$ cat config.mk
export PLATFORM = sky130hd
export DESIGN_NAME = uart_rx_param
export DESIGN_NICKNAME = d
export VERILOG_FILES = /design/src/rtl/uart_rx_param.sv
export SDC_FILE = /design/constraint.sdc
export NUM_CORES = 1
export LEC_CHECK = 0
export ABC_AREA = 1
export CAP_MARGIN = 0
export CORE_MARGIN = 5
export CORE_UTILIZATION = 60
export CTS_CLUSTER_DIAMETER = 50
export DETAILED_ROUTE_END_ITERATION = 8
export HOLD_SLACK_MARGIN = 0.02
export MAX_ROUTING_LAYER = met4
export PLACE_DENSITY_LB_ADDON = 0.05
export SYNTH_ARGS = -nofsm -noshare
export SYNTH_HDL_FRONTEND = slang
export SYNTH_SLANG_ARGS = --single-unit
$ cat constraint.sdc
create_clock -name i_CLK -period 2.2 [get_ports i_CLK]
set_input_delay 0.44 -clock i_CLK [delete_from_list [all_inputs] [get_ports i_CLK]]
set_output_delay 0.44 -clock i_CLK [all_outputs]
set_load 0.01 [all_outputs]
$ cat src/rtl/uart_rx_param.sv
// Parametrised UART receiver: mid-bit sampling, false-start rejection, framing check
// and break-safe recovery. Optional parity checking is enabled by defining UART_RX_PARITY_EN.
`timescale 1ns/1ps

module uart_rx_param #(
  parameter int unsigned c_CYCLES_PER_BIT = 434,
  parameter int unsigned c_DATA_BITS      = 8,
  parameter int unsigned c_STOP_BITS      = 1,
  parameter int unsigned c_PARITY_ODD     = 0
) (
  input  logic                   i_CLK,
  input  logic                   i_RESET,
  input  logic                   i_SERIAL_DATA,
  output logic [c_DATA_BITS-1:0] o_DATA_RX,
  output logic                   o_RX_DATA_VALID,
  output logic                   o_FRAMING_ERR,
  output logic                   o_BUSY
`ifdef UART_RX_PARITY_EN
  ,
  output logic                   o_PARITY_ERR
`endif
);

  localparam int unsigned CNT_W = $clog2(c_CYCLES_PER_BIT);
  localparam int unsigned IDX_W = $clog2(c_DATA_BITS);
  localparam int unsigned HALF  = (c_CYCLES_PER_BIT - 1) / 2;

  localparam logic [CNT_W-1:0] CNT_MID   = CNT_W'(HALF);
  localparam logic [CNT_W-1:0] CNT_LAST  = CNT_W'(c_CYCLES_PER_BIT - 1);
  localparam logic [IDX_W-1:0] IDX_LAST  = IDX_W'(c_DATA_BITS - 1);
  localparam logic             STOP_LAST = 1'(c_STOP_BITS - 1);

  // Reject illegal configurations at elaboration time
  if (c_CYCLES_PER_BIT < 4 || c_CYCLES_PER_BIT > 65535) begin : g_bad_cpb
    $error("uart_rx_param: c_CYCLES_PER_BIT out of range");
  end
  if (c_DATA_BITS < 5 || c_DATA_BITS > 9) begin : g_bad_bits
    $error("uart_rx_param: c_DATA_BITS out of range");
  end
  if (c_STOP_BITS < 1 || c_STOP_BITS > 2) begin : g_bad_stop
    $error("uart_rx_param: c_STOP_BITS must be 1 or 2");
  end
  if (c_PARITY_ODD > 1) begin : g_bad_odd
    $error("uart_rx_param: c_PARITY_ODD must be 0 or 1");
  end

  typedef enum logic [2:0] {
    S_IDLE      = 3'd0,
    S_START     = 3'd1,
    S_DATA      = 3'd2,
`ifdef UART_RX_PARITY_EN
    S_PARITY    = 3'd3,
`endif
    S_STOP      = 3'd4,
    S_WAIT_IDLE = 3'd5
  } state_t;

  state_t                 state_q;
  logic [1:0]             sync_q;
  logic [CNT_W-1:0]       cnt_q;
  logic [IDX_W-1:0]       idx_q;
  logic                   stop_idx_q;
  logic                   stop_bad_q;
  logic [c_DATA_BITS-1:0] shift_q;
  logic [c_DATA_BITS-1:0] data_q;
  logic                   valid_q;
  logic                   ferr_q;
  logic                   busy_q;
  logic                   rx_s;
  logic                   frame_bad_c;
  logic                   par_bad_c;

`ifdef UART_RX_PARITY_EN
  localparam logic ODD_BIT = 1'(c_PARITY_ODD);
  logic par_bit_q;
  logic perr_q;

  // Mismatch when received parity differs from XOR (even) or XNOR (odd) of the data
  assign par_bad_c    = (^shift_q) ^ par_bit_q ^ ODD_BIT;
  assign o_PARITY_ERR = perr_q;
`else
  assign par_bad_c    = 1'b0;
`endif

  assign rx_s        = sync_q[1];
  assign frame_bad_c = stop_bad_q | ~rx_s;

  assign o_DATA_RX       = data_q;
  assign o_RX_DATA_VALID = valid_q;
  assign o_FRAMING_ERR   = ferr_q;
  assign o_BUSY          = busy_q;

  // Two-flop synchronizer; resets to the idle line level
  always_ff @(posedge i_CLK or posedge i_RESET) begin
    if (i_RESET) begin
      sync_q <= 2'b11;
    end else begin
      sync_q <= {sync_q[0], i_SERIAL_DATA};
    end
  end

  // Receive FSM with registered outputs
  always_ff @(posedge i_CLK or posedge i_RESET) begin
    if (i_RESET) begin
      state_q    <= S_IDLE;
      cnt_q      <= '0;
      idx_q      <= '0;
      stop_idx_q <= 1'b0;
      stop_bad_q <= 1'b0;
      shift_q    <= '0;
      data_q     <= '0;
      valid_q    <= 1'b0;
      ferr_q     <= 1'b0;
      busy_q     <= 1'b0;
`ifdef UART_RX_PARITY_EN
      par_bit_q  <= 1'b0;
      perr_q     <= 1'b0;
`endif
    end else begin
      valid_q <= 1'b0;
      ferr_q  <= 1'b0;
`ifdef UART_RX_PARITY_EN
      perr_q  <= 1'b0;
`endif
      case (state_q)
        S_IDLE: begin
          if (!rx_s) begin
            state_q <= S_START;
            cnt_q   <= '0;
            busy_q  <= 1'b1;
          end
        end

        S_START: begin
          if (cnt_q == CNT_MID) begin
            cnt_q <= '0;
            if (rx_s) begin
              state_q <= S_IDLE;
              busy_q  <= 1'b0;
            end else begin
              state_q <= S_DATA;
              idx_q   <= '0;
            end
          end else begin
            cnt_q <= cnt_q + CNT_W'(1);
          end
        end

        S_DATA: begin
          if (cnt_q == CNT_LAST) begin
            cnt_q          <= '0;
            shift_q[idx_q] <= rx_s;
            if (idx_q == IDX_LAST) begin
`ifdef UART_RX_PARITY_EN
              state_q <= S_PARITY;
`else
              state_q <= S_STOP;
`endif
              stop_idx_q <= 1'b0;
              stop_bad_q <= 1'b0;
            end else begin
              idx_q <= idx_q + IDX_W'(1);
            end
          end else begin
            cnt_q <= cnt_q + CNT_W'(1);
          end
        end

`ifdef UART_RX_PARITY_EN
        S_PARITY: begin
          if (cnt_q == CNT_LAST) begin
            cnt_q      <= '0;
            par_bit_q  <= rx_s;
            state_q    <= S_STOP;
            stop_idx_q <= 1'b0;
            stop_bad_q <= 1'b0;
          end else begin
            cnt_q <= cnt_q + CNT_W'(1);
          end
        end
`endif

        S_STOP: begin
          if (cnt_q == CNT_LAST) begin
            cnt_q <= '0;
            // Every stop bit is sampled; the frame is judged at the centre of the last one
            if (stop_idx_q == STOP_LAST) begin
`ifdef UART_RX_PARITY_EN
              perr_q <= par_bad_c;
`endif
              if (frame_bad_c) begin
                ferr_q  <= 1'b1;
                state_q <= S_WAIT_IDLE;
              end else begin
                state_q <= S_IDLE;
                busy_q  <= 1'b0;
                if (!par_bad_c) begin
                  data_q  <= shift_q;
                  valid_q <= 1'b1;
                end
              end
            end else begin
              stop_idx_q <= 1'b1;
              stop_bad_q <= stop_bad_q | ~rx_s;
            end
          end else begin
            cnt_q <= cnt_q + CNT_W'(1);
          end
        end

        S_WAIT_IDLE: begin
          // Hold off while the line is low so a break reports a single error
          if (rx_s) begin
            state_q <= S_IDLE;
            busy_q  <= 1'b0;
          end
        end

        default: begin
          state_q <= S_IDLE;
          cnt_q   <= '0;
          busy_q  <= 1'b0;
        end
      endcase
    end
  end

endmodule

==> results of run 1 <==
-- path summary, 6_finish.rpt --
check | to | from
max in group asynchronous | sync_q[0]$_DFF_PP1_ | i_RESET
min reg2reg | sync_q[1]$_DFF_PP1_ | sync_q[0]$_DFF_PP1_
max | idx_q[1]$_DFFE_PP0P_ | cnt_q[1]$_DFFE_PP0P_
min | sync_q[1]$_DFF_PP1_ | sync_q[0]$_DFF_PP1_
max reg2reg | idx_q[1]$_DFFE_PP0P_ | cnt_q[1]$_DFFE_PP0P_
min in group asynchronous | o_DATA_RX[1]$_DFFE_PP0P_ | i_RESET
-- stage by stage --
step | util, % | power, uW | hold slack (ns)
after floorplan | - | 713 | 0.345
after global placement | 68.2 | 723 | 0.347
after detailed placement | 68.2 | 723 | 0.349
after CTS | 71.1 | 1220 | 0.365
after global routing | 71.1 | 1270 | 0.376
final | 71.1 | 1210 | 0.364
-- layer usage --
| layer | share of wire (%) | global-route usage [%] | vias up |
|---|---|---|---|
| met5 | 0 | - | - |
| met4 | 2.5 | 10.9 | 0 |
| met3 | 4.8 | 5.78 | 10 |
| met2 | 44 | 31.6 | 43 |
| met1 | 49 | 28.7 | 728 |
| li1 | - | - | 815 |
-- cell type report --
type                       count  area [um2]
sequential                    37         928
fill                         241         882
multi-input combinational    171         826
timing repair buffer          14         138
inverter                      36         135
tap                           44        55.1
clock buffer                   6        51.3
clock inverter                 2        37.5
-- cells by family (layout without fill, tap and decap cells) --
kind of cell | Yosys count | after routing | synth area share, %
AND/OR/NAND/NOR | 137 | 137 | 32.3
XOR/XNOR | 1 | 1 | 0.460
flip-flops | 37 | 37 | 48.8
adder cells (fa/ha/maj) | 5 | 5 | 3.29
buffers and inverters | 37 | 58 | 7.82
AO/OA/AOI/OAI | 28 | 28 | 7.36
-- registers in the layout (all words and copies together) (netlist names) --
name             count
shift_q              8
o_BUSY               1
sync_q               2
cnt_q                9
idx_q                3
o_RX_DATA_VALID      1
o_DATA_RX            8
stop_bad_q           1
state_q              3
o_FRAMING_ERR        1
-- layout by cell type (no fill, tap or decap), types with 2 or more instances in the layout --
cell,netlist,layout
a21oi_1,5,5
clkbuf_4,0,5
clkdlybuf4s50_1,0,13
dfrtp_1,35,35
dfstp_2,2,2
ha_1,5,5
inv_1,34,34
inv_2,2,2
nand2_1,77,77
nand2_2,4,4
nand3_1,32,32
nor2_1,17,17
nor2_2,2,2
nor3_4,2,2
o21ai_0,21,21
o21ai_1,2,2
-- worst max-delay path, cell delays in order (launching register included) --
cell and delay (ns):
dfrtp_1 0.43, inv_1 0.11, ha_1 0.15, nand2_1 0.05, nor2_1 0.10, nand2_1 0.36
nand2_1 0.16, nand3_1 0.21, nand2_1 0.14, o21ai_0 0.12
-- power by group --
part	leakage [uW]	switching, uW	internal (uW)
Sequential	0.000490	1.33	683
Combinational	0.000562	18.6	5.69
Clock	0.0000445	234	270
Total	0.00110	254	959
==> results.cfg, run 1 <==
[critical_path]
critPathKind = reg2reg
crit_fanout = 11
endpoint_kind = flop
cp.arrival_ns = 2.18
reg2reg_slack_ns = 0.25
worstSetupStartpointType = flop
worstPathRequired_ns = 2.43
r2r_cells = 9

[layout]
drive_above_1_share_pct = 8.27
antenna_cells = 0
nets = 273
fin_cells = 310
final_cell_area_um2 = 2170
areaGrowthSynthToFinish_pct = 14.1

[floorplan]
num_io_pins = 14
die_w_um = 66.3
std_cell_rows = 20
initial_core_util_pct = 62.3
core_um2 = 3050
die_h_um = 66.3
die_area_um2 = 4400

[routing]
drc_errors = 0
drtPass1Iterations = 4
dr_total_vias = 1596
drt_iter0_drc = 167
finalWirelength_um = 3830
ant_nets = 0
wl_per_cell_um = 12.3
via_per_inst = 5.15

[synthesis]
synthFlopType = dfrtp_1
synth_commonest_cells = 77 x nand2_1, 35 x dfrtp_1, 34 x inv_1, 32 x nand3_1, 21 x o21ai_0
synth-edff-count = 0
synthArstFlopShare_pct = 100
synth.distinct_cells = 19
synth.most_common_cell = nand2_1
yosys-top-cells-area = dfrtp_1 46%, nand2_1 15%, nand3_1 8.4%, inv_1 6.7%, o21ai_0 5.5%
yosysSeqAreaShare_pct = 48.8
avgSynthCellArea_um2 = 7.77
ys_warn_count = 0
syn_inst = 245
syn_nets = 253
netlist_area_um2 = 1900
ys_ff_latch = 37
synth_top_cell_by_area = dfrtp_1
yosysTopAreaCellShare_pct = 46.0

[placed_design]
dp_slack_ns = 0.319
io_buffer_count = 13
dp.final_hpwl_um = 2560
gp_congestion = 0.880
placed_cells = 302
place_area_um2 = 2080

[global_route]
grt_overflow_total = 0
grt_pass1_wl_um = 6970
grtUsageTotal_pct = 22.0
grt_start_max_net_pins = 38
grt_pass1_vias = 1502
antenna_found_initial = 0

[worst_hold_path]
hold_path.class = reg2reg
hold_depth = 0

[timing]
worst_pin_slew_ns = 0.608
slew_headroom_pct = 59.4
fin_skew_ns = 0.00553
fmax_mhz = 513
finalCriticalPeriod_ns = 1.95
finalSetupViolCount = 0
fin_setup_tns_ns = 0
fin_crit_sh_pct = 88.6
setup_slack_ns = 0.251
rsz0062_at_grt = false
hold_viol_final = 0
slew_violations = 0

[status]
status = completed

[clock_tree]
htree_levels = 2
cts_sinks = 37
clock_latency_ns = 0.35
cts_buffers = 5
cts_tree = done
post_cts_resized = 0
clk_pin_slew_worst_paths_ns = 0.11
postCtsSetupRepairBufs = 0
cts-hold-fix-buffers = 0
clk_path_buf_depth = 2
cts-root-buf = clkbuf_4

[power_and_ir_drop]
ir_drop_uv = 507
p_leak_uw = 0.00110
powerDensity_nw_per_um2 = 558

[flow_run]
max_cap_viol_count = 0
No activity file was read; power rests on OpenSTA's default activity.
==> inputs of run 2 (changes only) <==
--- a/config.mk
+++ b/config.mk
@@ -9,11 +9,11 @@
 export CAP_MARGIN = 0
 export CORE_MARGIN = 5
 export CORE_UTILIZATION = 60
-export CTS_CLUSTER_DIAMETER = 50
 export DETAILED_ROUTE_END_ITERATION = 8
 export HOLD_SLACK_MARGIN = 0.02
 export MAX_ROUTING_LAYER = met4
 export PLACE_DENSITY_LB_ADDON = 0.05
+export SKIP_CTS_REPAIR_TIMING = 1
 export SYNTH_ARGS = -nofsm -noshare
 export SYNTH_HDL_FRONTEND = slang
 export SYNTH_SLANG_ARGS = --single-unit
==> results of run 2 <==
Final layout, timing and power as in run 1 (identical DEF).
